### src/rtl/rv32_lsu_pkg.sv
// Shared types for the RV32I load/store unit:
// funct3 codes, error codes, FSM states.
package rv32_lsu_pkg;

  localparam logic [2:0] F3_B  = 3'b000;
  localparam logic [2:0] F3_H  = 3'b001;
  localparam logic [2:0] F3_W  = 3'b010;
  localparam logic [2:0] F3_BU = 3'b100;
  localparam logic [2:0] F3_HU = 3'b101;

  typedef enum logic [1:0] {
    ERR_NONE     = 2'd0,
    ERR_MISALIGN = 2'd1,
    ERR_RANGE    = 2'd2,
    ERR_FUNCT3   = 2'd3
  } lsu_err_e;

  typedef enum logic [1:0] {
    ST_IDLE,
    ST_ACCESS,
    ST_LOAD_WAIT,
    ST_RESP
  } lsu_state_e;

  typedef struct packed {
    logic       we;
    logic [2:0] funct3;
    logic [1:0] off;
  } lsu_req_t;

endpackage

### src/rtl/lsu_align.sv
// Combinational lane steering, load extraction
// and fault classification for the LSU.
module lsu_align
  import rv32_lsu_pkg::*;
#(
  parameter int          ADDR_W    = 12,
  parameter logic [31:0] BASE_ADDR = 32'h0
) (
  input  logic        we,
  input  logic [2:0]  funct3,
  input  logic [31:0] addr,
  input  logic [31:0] wdata,
  output logic [3:0]  st_be,
  output logic [31:0] st_data,
  output logic [1:0]  err,
  input  logic [2:0]  ld_funct3,
  input  logic [1:0]  ld_off,
  input  logic [31:0] rdata,
  output logic [31:0] ld_data
);

  localparam logic [32:0] SPAN = 33'd1 << (ADDR_W + 2);

  logic [31:0] rel;
  logic        f3_bad;
  logic        mis;
  logic        rng;
  logic [31:0] sh;
  logic [7:0]  b;
  logic [15:0] h;

  assign rel = addr - BASE_ADDR;

  assign f3_bad = we ? (funct3 > F3_W)
                     : (funct3 == 3'd3 ||
                        funct3[2:1] == 2'b11);

  assign mis = (funct3[1:0] == 2'b01 && addr[0]) ||
               (funct3[1:0] == 2'b10 &&
                addr[1:0] != 2'b00);

  assign rng = (addr < BASE_ADDR) ||
               ({1'b0, rel} >= SPAN);

  always_comb begin
    err = ERR_NONE;
    if (f3_bad)   err = ERR_FUNCT3;
    else if (mis) err = ERR_MISALIGN;
    else if (rng) err = ERR_RANGE;
  end

  always_comb begin
    st_be   = 4'b1111;
    st_data = wdata;
    unique case (funct3[1:0])
      2'b00: begin
        st_be   = 4'b0001 << addr[1:0];
        st_data = {4{wdata[7:0]}};
      end
      2'b01: begin
        st_be   = addr[1] ? 4'b1100 : 4'b0011;
        st_data = {2{wdata[15:0]}};
      end
      default: begin
        st_be   = 4'b1111;
        st_data = wdata;
      end
    endcase
  end

  assign sh = rdata >> {ld_off, 3'b000};
  assign b  = sh[7:0];
  assign h  = ld_off[1] ? rdata[31:16] : rdata[15:0];

  always_comb begin
    ld_data = rdata;
    unique case (ld_funct3)
      F3_B:    ld_data = {{24{b[7]}}, b};
      F3_BU:   ld_data = {24'h0, b};
      F3_H:    ld_data = {{16{h[15]}}, h};
      F3_HU:   ld_data = {16'h0, h};
      default: ld_data = rdata;
    endcase
  end

endmodule

### src/rtl/load_store_unit.sv
// RV32I load/store unit: request FSM driving a
// word-addressed, byte-enabled synchronous memory.
module load_store_unit
  import rv32_lsu_pkg::*;
#(
  parameter int          ADDR_W    = 12,
  parameter logic [31:0] BASE_ADDR = 32'h0
) (
  input  logic              clk,
  input  logic              rst_n,
  input  logic              req_valid,
  output logic              req_ready,
  input  logic              req_we,
  input  logic [2:0]        req_funct3,
  input  logic [31:0]       req_addr,
  input  logic [31:0]       req_wdata,
  output logic              rsp_valid,
  input  logic              rsp_ready,
  output logic [31:0]       rsp_rdata,
  output logic [1:0]        rsp_err,
  output logic              mem_en,
  output logic [3:0]        mem_we,
  output logic [ADDR_W-1:0] mem_adr,
  output logic [31:0]       mem_wdata,
  input  logic [31:0]       mem_rdata
);

  lsu_state_e        state;
  lsu_req_t          lat;
  logic [3:0]        st_be;
  logic [31:0]       st_data;
  logic [31:0]       ld_data;
  logic [1:0]        err;
  logic [ADDR_W-1:0] adr_n;
  logic              acc;

  assign req_ready = rst_n && (state == ST_IDLE);
  assign acc       = req_valid && req_ready;
  assign adr_n     = ADDR_W'((req_addr - BASE_ADDR) >> 2);

  lsu_align #(
    .ADDR_W    (ADDR_W),
    .BASE_ADDR (BASE_ADDR)
  ) u_align (
    .we        (req_we),
    .funct3    (req_funct3),
    .addr      (req_addr),
    .wdata     (req_wdata),
    .st_be     (st_be),
    .st_data   (st_data),
    .err       (err),
    .ld_funct3 (lat.funct3),
    .ld_off    (lat.off),
    .rdata     (mem_rdata),
    .ld_data   (ld_data)
  );

  always_ff @(posedge clk or negedge rst_n) begin
    if (!rst_n) begin
      state     <= ST_IDLE;
      lat       <= '0;
      rsp_valid <= 1'b0;
      rsp_rdata <= '0;
      rsp_err   <= ERR_NONE;
      mem_en    <= 1'b0;
      mem_we    <= '0;
      mem_adr   <= '0;
      mem_wdata <= '0;
    end else begin
      unique case (state)
        ST_IDLE: begin
          if (acc) begin
            lat <= '{req_we, req_funct3,
                     req_addr[1:0]};
            if (err != ERR_NONE) begin
              state     <= ST_RESP;
              rsp_valid <= 1'b1;
              rsp_err   <= err;
              rsp_rdata <= '0;
            end else begin
              state   <= ST_ACCESS;
              mem_en  <= 1'b1;
              mem_adr <= adr_n;
              mem_we  <= req_we ? st_be : 4'b0000;
              if (req_we) mem_wdata <= st_data;
            end
          end
        end
        ST_ACCESS: begin
          mem_en <= 1'b0;
          mem_we <= '0;
          if (lat.we) begin
            state     <= ST_RESP;
            rsp_valid <= 1'b1;
            rsp_err   <= ERR_NONE;
            rsp_rdata <= '0;
          end else begin
            state <= ST_LOAD_WAIT;
          end
        end
        ST_LOAD_WAIT: begin
          state     <= ST_RESP;
          rsp_valid <= 1'b1;
          rsp_err   <= ERR_NONE;
          rsp_rdata <= ld_data;
        end
        ST_RESP: begin
          if (rsp_ready) begin
            state     <= ST_IDLE;
            rsp_valid <= 1'b0;
          end
        end
        default: state <= ST_IDLE;
      endcase
    end
  end

endmodule

### config.mk
export PLATFORM = sky130hd
export DESIGN_NAME = load_store_unit
export DESIGN_NICKNAME = d
export VERILOG_FILES = /design/src/rtl/rv32_lsu_pkg.sv /design/src/rtl/lsu_align.sv /design/src/rtl/load_store_unit.sv
export SDC_FILE = /design/constraint.sdc
export NUM_CORES = 1
export LEC_CHECK = 0
export CORE_UTILIZATION = 45
export DETAILED_ROUTE_END_ITERATION = 10
export HOLD_SLACK_MARGIN = 0.06
export PLACE_DENSITY_LB_ADDON = 0.2
export SLEW_MARGIN = 10
export SYNTH_ARGS = -nofsm -noshare
export SYNTH_HDL_FRONTEND = slang
export SYNTH_SLANG_ARGS = --single-unit
### constraint.sdc
create_clock -name clk -period 2.53 [get_ports clk]
set_input_delay 0.253 -clock clk [delete_from_list [all_inputs] [get_ports clk]]
set_output_delay 0.253 -clock clk [all_outputs]
set_load 0.01 [all_outputs]
==> results of run 1 <==
## sequential cells by signal, summed over array words and instances, names as in the netlist
name and flops:
lat 6, mem_adr 12, mem_en 1, mem_wdata 32
mem_we 4, rsp_err 2, rsp_rdata 32, rsp_valid 1
state 2
## metal layers
layer,vias up,routed length (um),track usage (%)
li1,2087,-,-
met1,2100,5710,31.6
met2,191,6580,40.0
met3,29,1080,6.69
met4,0,391,9.00
met5,-,0,0
## stage by stage
step | power [mW] | hold slack [ns] | setup slack (ns)
floorplan | 3.77 | -0.0426 | 0.221
global placement | 4.66 | 0.389 | 0.186
detailed placement | 4.76 | 0.396 | 0.0959
CTS | 5.74 | 0.399 | 0.0213
global route | 6.05 | 0.408 | 0.0442
finish | 5.71 | 0.415 | 0.181
## repair_timing
item,in CTS,in global routing
endpoints found under the setup margin,0,1
hold buffers,3,0
gates resized for setup,0,1
hold endpoints to repair,87,0
## power by group through the flow
stage | Combinational, mW | Clock (mW) | Sequential [mW]
after floorplan | 1.86 | 0 | 1.92
after global placement | 2.73 | 0 | 1.94
after detailed placement | 2.81 | 0 | 1.95
after CTS | 2.82 | 0.997 | 1.92
after global routing | 3.05 | 1.05 | 1.95
final | 2.83 | 0.963 | 1.92
## critical path: stages, from the launching register on
cell and delay (ns):
dfrtp_1 0.43, inv_1 0.16, ha_1 0.21, and3_1 0.33
o31ai_4 0.15, a211oi_4 0.29, buf_12 0.28, mux2_2 0.37
## worst paths after layout
check                                end  slack (ns)  cells past startpoint
min                          mem_adr[10]        0.42                      3
min reg2reg                   mem_adr[6]        0.48                      2
min in group asynchronous      rsp_valid        0.53                      3
max                        rsp_rdata[20]        0.18                      7
max reg2reg                rsp_rdata[20]        0.18                      7
max in group asynchronous  mem_wdata[24]        1.67                      3
## cell type report
class | count | share of cell area (%)
Multi-Input combinational cell | 335 | 32.9
Sequential cell | 92 | 31.4
Timing Repair Buffer | 217 | 29.3
Tap cell | 140 | 2.39
Clock buffer | 10 | 1.88
Inverter | 28 | 1.43
Clock inverter | 6 | 0.699
## layout by cell type (no fill, tap or decap), types with 10 or more instances in the layout
master	synthesis	final
clkbuf_8	0	10
mux2_2	27	27
nor2_1	31	31
buf_4	2	24
clkdlybuf4s50_1	0	187
inv_1	28	28
dfrtp_1	92	92
o21ai_0	24	24
a21oi_1	47	47
mux2_4	25	25
mux2i_1	31	31
nand2_1	74	74
## kinds of logic (layout without fill, tap and decap cells)
kind of cell | count (synthesis) | count (layout) | synth area share (%)
AOI/OAI and AO/OA | 109 | 109 | 13.7
and+or+nand+nor | 135 | 135 | 12.4
buffers and inverters | 58 | 261 | 5.24
DFF | 92 | 92 | 46.3
adders and majority gates | 6 | 6 | 1.51
muxes | 85 | 85 | 20.8
==> metrics.md, run 1 <==
| Metric | Value |
|---|---|
| Chip height | 107 um |
| Initial antenna violation count | 0 |
| Num rows | 38 |
| Final hold vios | 0 |
| Worst Setup Start Kind | register |
| CP required | 2.78 ns |
| First-pass GRT wire length | 22000 um |
| Status | finished clean |
| Synth area leaders | dfrtp_1 (46%), mux2_4 (7.6%), mux2i_1 (6.2%), mux2_2 (6.1%), nand2_1 (5.6%) |
| Post-Route WL | 13800 um |
| Clk Latency, worst-skew pair | between 0.3 and 0.4 ns |
| Net Count, Synth | 595 |
| Die span in x | 107 um |
| Area Growth Syn to Fin | 47.6% |
| Via Count | ~4400 |
| Placed insts | just over 800 |
| Port bufs | 188 |
| Int Pwr | roughly 3.6 mW |
| Netlist cell types | 51 |
| RSZ-0062 raised after global routing | false |
| Layout Nets | 793 |
| Synth Register Bits | 92 |
| Seq. cell area | 2300 um2 |
| CP Class | register to register |
| Vias per std cell | around 5.3 |
| Hold Path Origin | req_addr[12] |
| Layout cell share with drive strength beyond 1 | 15.7% |
| Synth area leader | dfrtp_1 |
| Mapped Cells | around 490 |
| CTS buffer count | 9 |
| Ant. Diodes | 0 |
| Io pins | between 150 and 200 |
| Final clock skew | 0.0112 ns |
| Flop pwr share | 33.6% |
| Fin area | approximately 7300 um2 |
| CP endpoint kind | register |
| Clock sinks | 92 |
| Area of the multi-input gates | approximately 2400 um2 |
| Largest net degree at the start of global routing | 52 |
| Die area | 11500 um2 |
| Most frequent cell after synthesis | dfrtp_1 |
| Final ANT Viol Nets | 0 |
| Final Cycle Share | between 90% and 100% |
| Post-CTS Setup Inserts | 0 |
| Initial Util | 46.1% |
| Detailed placement HPWL | between 10000 and 15000 um |
| Post-synthesis sequential area ratio | 46.3% |
| Clock power frac | about 17% |
| GRT overflow | 0 |
| Combinational Power Share | 49.5% |
| FFs w/ async S/R, synth | 100% |
| H-tree levels | 3 |
| Net Sw Frac | 36.8% |
| Setup TNS after final layout | 0 ns |
| Leak Pwr | 3.34 nW |
| GPL Wtd Cong | 0.893 |
| Layout Utilization | 68.0% |
| Clock Path Buffers | 2 |
| Avg WL per Cell | 16.6 um |
| Post-synth EDFFs | 0 |
| CTS tree | built |
| Core ar. | about 11000 um2 |
| Fillers | 844 |
| Hold WC Path Type | input port to register |
| Fmax | 0.426 GHz |
| PD cells | 778 nW/um2 |
| Launch point of the worst path | state[0] |
| Slew margin rel. | 40.5% |
| Post-Layout Cell Count | a little over 800 |
| Worst endpoint data arrival time | 2.59 ns |
| Mapped cell area | 4970 um2 |
| Commonest cells post-synth | dfrtp_1 (92), nand2_1 (74), a21oi_1 (47) |
| Final setup violation count | 0 |
| Router iterations before antenna repair | 5 |
| Psw | 2.10 mW |
| Tot GR Track Use | 24.7% |
| Reg2Reg Launch Point | state[0] |
| Max Fanout on Critical Path | 34 |
| Slew @ Worst Pin | around 0.89 ns |
| Clk slew on worst S/H paths | roughly 0.10 ns |
| Placed Instance Area | roughly 7100 um2 |
| DR DRC count | 0 |
| Final period demand of the worst path | approximately 2.3 ns |
| Number of global-route vias before repair | 4362 |
| First DRT Iteration DRCs | between 150 and 200 |
| CTS root buf | clkbuf_8 |
| Yosys top cell area share | 46.3% |
| Worst VDD drop | 0.000555 V |
| Ys Warns | 0 |
| Maxcap violations | 0 |
| Number of max-slew violations in the final report | 0 |
| Synth Flop Type | dfrtp_1 |
| Mean Syn Cell Area | 10.2 um2 |
Power figures use the tool's default switching activity.
==> run 2: changes to the inputs <==
--- a/config.mk
+++ b/config.mk
@@ -5,6 +5,7 @@
 export SDC_FILE = /design/constraint.sdc
 export NUM_CORES = 1
 export LEC_CHECK = 0
+export ABC_AREA = 1
 export CORE_UTILIZATION = 45
 export DETAILED_ROUTE_END_ITERATION = 10
 export HOLD_SLACK_MARGIN = 0.06
==> run 2 against run 1 <==
Area after synthesis grew 1.2%. Final area is 1.7% lower. Cell count up 13%. Total power is 1.5% lower. Non-clock buffer count shrank 17. Hold slack gained 0.027 ns. Clock power rose by 14%. Die area grew 1.2%. Synthesized cell count rose by 26%. Core utilization shrank 1.7 points. Largest power group unchanged.
==> metrics.md, run 2 <==
| Metric | Value |
|---|---|
| Net Sw Frac | 40.5% (was 36.8%) |
| Worst VDD drop | 0.000555 V (about the same) |
| Post-Route WL | 14200 um (was 13800 um) |
| H-tree levels | 3 (unchanged) |
| Worst Setup Start Kind | register (unchanged) |
| Synth Register Bits | 92 (unchanged) |
| Largest net degree at the start of global routing | 69 (was 52) |
| Critical-path cell list | inv_1 > ha_1 > nand2_1 > inv_1 > clkdlybuf4s50_1 (was inv_1 > ha_1 > and3_1 > o31ai_4 > a211oi_4 > buf_12 > mux2_2) |
| Area Growth Syn to Fin | 43.4% (was 47.6%) |
| Post-synthesis sequential area ratio | 45.8% (was 46.3%) |
| Max Fanout on Critical Path | 5 (was 34) |
| Initial Util | 46.2% (was 46.1%) |
| Layout Nets | 902 (was 793) |
| Netlist cell types | 34 (was 51) |
| CTS tree | built (unchanged) |
| Num rows | 38 (unchanged) |
| CTS root buf | clkbuf_8 (unchanged) |
| Final ANT Viol Nets | 0 (unchanged) |
| CP most frequent cell | inv_1 |
| Die area | 11600 um2 (was 11500 um2) |
| First DRT Iteration DRCs | 358 (was 175) |
| Clk slew on worst S/H paths | 0.09 ns (was 0.10 ns) |
| Fillers | 954 (was 844) |
| Ys Warns | 0 (unchanged) |
| Clk Latency, worst-skew pair | 0.36 ns (about the same) |
| Die span in x | 108 um (was 107 um) |
| Commonest non-fill, non-tap cells in the layout | clkdlybuf4s50_1 (187), nand2_1 (160), dfrtp_1 (92) (was clkdlybuf4s50_1 (187), dfrtp_1 (92), nand2_1 (74)) |
| Int Pwr | 3.35 mW (was 3.61 mW) |
| First-pass GRT wire length | 22500 um (was 22000 um) |
| GPL Wtd Cong | 0.896 (was 0.893) |
| Hold WC Path Type | input port to register (unchanged) |
| Mean Syn Cell Area | 8.21 um2 (was 10.2 um2) |
| RSZ-0062 raised after global routing | false (unchanged) |
| Crit path buf inv count | 3 (was 2) |
| Status | finished clean (unchanged) |
| Net Count, Synth | 723 (was 595) |
| Clock power frac | 19.6% (was 16.9%) |
| Core ar. | 10900 um2 (was 10800 um2) |
| GRT overflow | 0 (unchanged) |
| Slew @ Worst Pin | 0.654 ns (was 0.890 ns) |
| Final period demand of the worst path | 2.18 ns (was 2.35 ns) |
| Worst endpoint data arrival time | 1.92 ns (was 2.59 ns) |
| Leak Pwr | 3.24 nW (was 3.34 nW) |
| Area of the multi-input gates | 2330 um2 (was 2410 um2) |
| Clock Path Buffers | 2 (unchanged) |
| Router iterations before antenna repair | 5 (unchanged) |
| Fmax | 0.460 GHz (was 0.426 GHz) |
| CP required | 2.28 ns (was 2.78 ns) |
| CP Class | register to output port (was register to register) |
| Detailed placement HPWL | 10900 um (was 10200 um) |
| Maxcap violations | 0 (unchanged) |
| Post-synth EDFFs | 0 (unchanged) |
| CP endpoint kind | output port (was register) |
| Flop pwr share | 33.2% (was 33.6%) |
| Ant. Diodes | 0 (unchanged) |
| Vias per std cell | 5.25 (was 5.32) |
| DR DRC count | 0 (unchanged) |
| Layout cell share with drive strength beyond 1 | 13.3% (was 15.7%) |
| Final clock skew | 0.00632 ns (was 0.0112 ns) |
| Most frequent cell after synthesis | nand2_1 (was dfrtp_1) |
| Launch point of the worst path | state[0] (unchanged) |
| Largest registers | mem_wdata x32, rsp_rdata x32, mem_adr x12 (unchanged) |
| Worst hold margin | 0.442 ns (was 0.415 ns) |
| Number of max-slew violations in the final report | 0 (unchanged) |
| Commonest non-fill, non-tap cell in the layout | clkdlybuf4s50_1 (unchanged) |
| Number of global-route vias before repair | 4634 (was 4362) |
| Cts repair resizes | 0 (unchanged) |
| FFs w/ async S/R, synth | 100% (unchanged) |
| Commonest cells post-synth | nand2_1 (160), dfrtp_1 (92), inv_1 (46) (was dfrtp_1 (92), nand2_1 (74), a21oi_1 (47)) |
| Synth Flop Type | dfrtp_1 (unchanged) |
| Via Count | 4915 (was 4407) |
| Yosys top cell area share | 45.8% (was 46.3%) |
| Tot GR Track Use | 25.2% (was 24.7%) |
| Chip height | 108 um (was 107 um) |
| Hold Path Origin | req_addr[11] (was req_addr[12]) |
| Avg WL per Cell | 15.2 um (was 16.6 um) |
| Setup TNS after final layout | 0 ns (unchanged) |
| Synth area leader | dfrtp_1 (unchanged) |
| Io pins | 189 (unchanged) |
| PD cells | 779 nW/um2 (was 778 nW/um2) |
| Clock sinks | 92 (unchanged) |
| CTS buffer count | 9 (unchanged) |
| Final setup violation count | 0 (unchanged) |
| Slew margin rel. | 56.4% (was 40.5%) |
| Max incr delay on CP | 0.54 ns (was 0.43 ns) |
| Seq. cell area | 2300 um2 (unchanged) |
| Synth area leaders | dfrtp_1 (46%), nand2_1 (12%), o21ai_2 (7.3%), nand3_1 (4.5%), inv_1 (3.4%) (was dfrtp_1 (46%), mux2_4 (7.6%), mux2i_1 (6.2%), mux2_2 (6.1%), nand2_1 (5.6%)) |
| Psw | 2.27 mW (was 2.10 mW) |
| Final Cycle Share | 86.0% (was 92.8%) |
| Final hold vios | 0 (unchanged) |
| Delay-heaviest family, CP | buffers and inverters (unchanged) |
| Reg2Reg Launch Point | state[0] (unchanged) |
| Combinational Power Share | 47.3% (was 49.5%) |
| Initial antenna violation count | 0 (unchanged) |
| Critical path's slowest cell | clkdlybuf4s50_1 (was dfrtp_1) |
| Mapped Cells | 613 (was 485) |
| Port bufs | 188 (unchanged) |
| Mapped cell area | 5030 um2 (was 4970 um2) |
run 2: logic make-up after synthesis:
family | synth area share (%)
and+or+nand+nor | 25.5
AOI/OAI and AO/OA | 19.4
DFF | 45.8
buffers and inverters | 7.88
adders and majority gates | 1.49
run 2: worst paths after layout:
| check | to | slack, ns | cells past startpoint |
|---|---|---|---|
| setup / recovery | req_ready | 0.35 | 5 |
| hold / removal | mem_adr[9] | 0.44 | 3 |
| setup reg to reg | rsp_rdata[20] | 0.39 | 11 |
| hold reg to reg | mem_adr[11] | 0.48 | 2 |
| max in group asynchronous | mem_we[1] | 0.94 | 4 |
| min in group asynchronous | rsp_rdata[17] | 0.54 | 3 |
run 2: tightest hold or removal path, cell delays in order:
cell and delay, ns:
clkdlybuf4s50_1 0.40, nand3_1 0.08, nand2_1 0.05
run 2: layout make-up:
| type | count | share of cell area (%) |
|---|---|---|
| clock buffer | 14 | 2.67 |
| clock inverter | 2 | 0.538 |
| inverter | 50 | 2.60 |
| multi-input combinational | 439 | 32.3 |
| sequential | 92 | 31.9 |
| tap | 140 | 2.43 |
| timing repair buffer | 200 | 27.5 |
run 2: power by group through the flow:
stage	Sequential (mW)	Clock [mW]	Combinational, mW
3_5_place_dp	1.90	0	2.64
6_report	1.86	1.10	2.66
5_1_grt	1.89	1.18	2.97
2_1_floorplan	1.93	0	1.76
4_1_cts	1.87	1.12	2.66
3_3_place_gp	1.88	0	2.59
run 2: layer usage:
metal | wire length, um | track usage, % | part of all wire [%]
met5 | 0 | 0 | 0
met4 | 294 | 10.5 | 2.1
met3 | 976 | 4.72 | 6.9
met2 | 7260 | 43.2 | 51
met1 | 5700 | 31.0 | 40
run 2: repair_timing:
action | CTS | global route
endpoints found under the hold margin | 38 | 0
hold buffers | 1 | 0
setup buffers | 0 | 0
run 2: per-stage QoR:
stage                     power (mW)  cell area (um2)  std cells  setup slack, ns  utilization [%]
after floorplan                 3.69             5030        613            0.766                -
after global placement          4.47             6970        920            0.163             64.0
after detailed placement        4.54             6970        920           0.0407             64.0
after CTS                       5.65             7210        937            0.344             66.2
after global routing            6.04             7210        937            0.221             66.2
final                           5.62             7210        937            0.355             66.2
==> run 3: changes to the inputs <==
--- a/config.mk
+++ b/config.mk
@@ -6,11 +6,13 @@
 export NUM_CORES = 1
 export LEC_CHECK = 0
 export ABC_AREA = 1
+export CAP_MARGIN = 20
+export CORE_MARGIN = 4
 export CORE_UTILIZATION = 45
 export DETAILED_ROUTE_END_ITERATION = 10
 export HOLD_SLACK_MARGIN = 0.06
 export PLACE_DENSITY_LB_ADDON = 0.2
-export SLEW_MARGIN = 10
+export SLEW_MARGIN = 25
 export SYNTH_ARGS = -nofsm -noshare
 export SYNTH_HDL_FRONTEND = slang
 export SYNTH_SLANG_ARGS = --single-unit
==> run 3 against run 2 <==
Global-route usage fell by 2.8 points. Critical path depth rose by 3. Sequential cell count did not move. Hold slack got worse by 0.0091 ns. Worst setup slack got worse by 0.072 ns. Non-clock buffer count rose by 1. Sequential power barely moved. Core utilization fell by 0.23 points. Combinational power rose by 2%.
==> metrics.md, run 3 (same netlist as run 2, synthesis figures left out) <==
| Metric | Value |
|---|---|
| Status | finished clean (unchanged) |
| Chip height | 114 um (was 108 um) |
| Hold WC Path Type | input port to register (unchanged) |
| Critical-path cell list | inv_1 > ha_1 > nand2_1 > nor2_2 > buf_4 > nand3_4 > nand2_1 > o21ai_2 (was inv_1 > ha_1 > nand2_1 > inv_1 > clkdlybuf4s50_1) |
| Final Cycle Share | 88.8% (was 86.0%) |
| Initial antenna violation count | 0 (unchanged) |
| Detailed placement HPWL | 11300 um (was 10900 um) |
| Maxcap violations | 0 (unchanged) |
| Layout Utilization | 66.0% (was 66.2%) |
| First DRT Iteration DRCs | 397 (was 358) |
| Via Count | 4821 (was 4915) |
| Largest net degree at the start of global routing | 48 (was 69) |
| Layout Nets | 903 (was 902) |
| Largest registers | mem_wdata x32, rsp_rdata x32, mem_adr x12 (unchanged) |
| Commonest non-fill, non-tap cell in the layout | clkdlybuf4s50_1 (unchanged) |
| Die area | 12900 um2 (was 11600 um2) |
| GPL Wtd Cong | 0.873 (was 0.896) |
| Num rows | 38 (unchanged) |
| Post-CTS Setup Inserts | 0 (unchanged) |
| Worst endpoint data arrival time | 2.50 ns (was 1.92 ns) |
| Ant. Diodes | 0 (unchanged) |
| Max Fanout on Critical Path | 36 (was 5) |
| Final setup violation count | 0 (unchanged) |
| Setup TNS after final layout | 0 ns (unchanged) |
| First-pass GRT wire length | 23200 um (was 22500 um) |
| Number of global-route vias before repair | 4738 (was 4634) |
| CP endpoint kind | register (was output port) |
| Worst Setup Start Kind | register (unchanged) |
| Tot GR Track Use | 22.4% (was 25.2%) |
| Leak Pwr | 3.22 nW (was 3.24 nW) |
| Clock sinks | 92 (unchanged) |
| Slew margin rel. | 58.6% (was 56.4%) |
| Final hold vios | 0 (unchanged) |
| Post-Route WL | 14600 um (was 14200 um) |
| GRT overflow | 0 (unchanged) |
| Delay-heaviest family, CP | simple AND/OR/NAND/NOR gates (was buffers and inverters) |
| Core ar. | 10900 um2 (unchanged) |
| H-tree levels | 3 (unchanged) |
| CTS tree | built (unchanged) |
| Area Growth Syn to Fin | 42.9% (was 43.4%) |
| Router iterations before antenna repair | 5 (unchanged) |
| Clk Latency, worst-skew pair | 0.36 ns (about the same) |
| Vias per std cell | 5.14 (was 5.25) |
| CTS buffer count | 9 (unchanged) |
| CP required | 2.78 ns (was 2.28 ns) |
| Final period demand of the worst path | 2.25 ns (was 2.18 ns) |
| Worst VDD drop | 0.000794 V (was 0.000555 V) |
| Overall power | 5.51 mW (was 5.62 mW) |
| Avg WL per Cell | 15.6 um (was 15.2 um) |
| Critical path's slowest cell | dfrtp_1 (was clkdlybuf4s50_1) |
| Clock Path Buffers | 2 (unchanged) |
| Commonest non-fill, non-tap cells in the layout | clkdlybuf4s50_1 (187), nand2_1 (160), dfrtp_1 (92) (unchanged) |
| Final clock skew | 0.00953 ns (was 0.00632 ns) |
| CP Class | register to register (was register to output port) |
| Slew @ Worst Pin | 0.622 ns (was 0.654 ns) |
| Clk slew on worst S/H paths | 0.09 ns (about the same) |
| Initial Util | 46.2% (unchanged) |
| Layout cell share with drive strength beyond 1 | 13.4% (was 13.3%) |
| Number of max-slew violations in the final report | 0 (unchanged) |
| Die span in x | 114 um (was 108 um) |
| Port bufs | 188 (unchanged) |
| Crit path buf inv count | 2 (was 3) |
| CP most frequent cell | nand2_1 (was inv_1) |
| RSZ-0062 raised after global routing | false (unchanged) |
| Fillers | 936 (was 954) |
| DR DRC count | 0 (unchanged) |
| Final ANT Viol Nets | 0 (unchanged) |
| PD cells | 767 nW/um2 (was 779 nW/um2) |
| Io pins | 189 (unchanged) |
| Max incr delay on CP | 0.44 ns (was 0.54 ns) |
| CTS root buf | clkbuf_8 (unchanged) |
| Fmax | 0.445 GHz (was 0.460 GHz) |
==> run 3: cell count changes in the layout (fill, tap and decap cells not counted), sizes merged <==
cell	previous run	this run
inv	50	51
buf	12	13
clkinv	1	3
clkbuf	14	10
clkinvlp	0	2
bufinv	1	0
==> run 3: per-layer routing <==
metal	vias up	track usage [%]	share of wire (%)
li1	2378	-	-
met1	2234	27.0	40
met2	191	38.8	50
met3	18	6.26	8.4
met4	0	7.21	1.5
met5	-	0	0
==> run 3: cell type report <==
class                      instances  area [um2]  share of cell area, %
clock buffer                      10         138                   1.91
tap                              140         175                   2.44
multi-input combinational        439        2330                   32.4
timing repair buffer             201        2000                   27.9
clock inverter                     6        48.8                  0.679
sequential                        92        2300                   32.0
inverter                          50         188                   2.61
==> run 3: final timing paths <==
path / start / slack (ns) / depth (start not counted) / to
worst min-delay path: req_addr[3] / 0.43 / 3 / mem_adr[1]
worst max-delay path: state[0] / 0.28 / 8 / mem_wdata[11]
worst min register to register: mem_adr[6] / 0.48 / 2 / mem_adr[6]
min in group asynchronous: rst_n / 0.55 / 3 / rsp_rdata[16]
max in group asynchronous: rst_n / 0.90 / 4 / rsp_rdata[14]
worst max register to register: state[0] / 0.28 / 8 / mem_wdata[11]
==> run 3: where the power goes <==
part           internal [mW]  switching, mW
Clock                  0.392          0.547
Sequential              1.70          0.160
Combinational           1.10           1.61
Total                   3.19           2.32
==> run 3: worst reg2reg max path, cell delays in order, from the launching register on <==
cell     delay [ns]
dfrtp_1        0.44
inv_1          0.16
ha_1           0.27
nand2_1        0.12
nor2_2         0.11
buf_4          0.32
nand3_4        0.43
nand2_1        0.22
o21ai_2        0.07
==> run 3: timing repair <==
action / CTS / global route
hold endpoints to repair: 46 / 0
gates resized for setup: 0 / 0
hold buffers: 1 / 0
==> run 3: per-stage QoR <==
stage	worst slack [ns]	instances	instance area, um2	hold WS, ns
after floorplan	0.766	613	5030	-0.0426
after global placement	0.186	921	6990	0.425
after detailed placement	0.0931	921	6990	0.433
after CTS	0.308	938	7190	0.420
after global routing	0.129	938	7190	0.437
final	0.283	938	7190	0.433
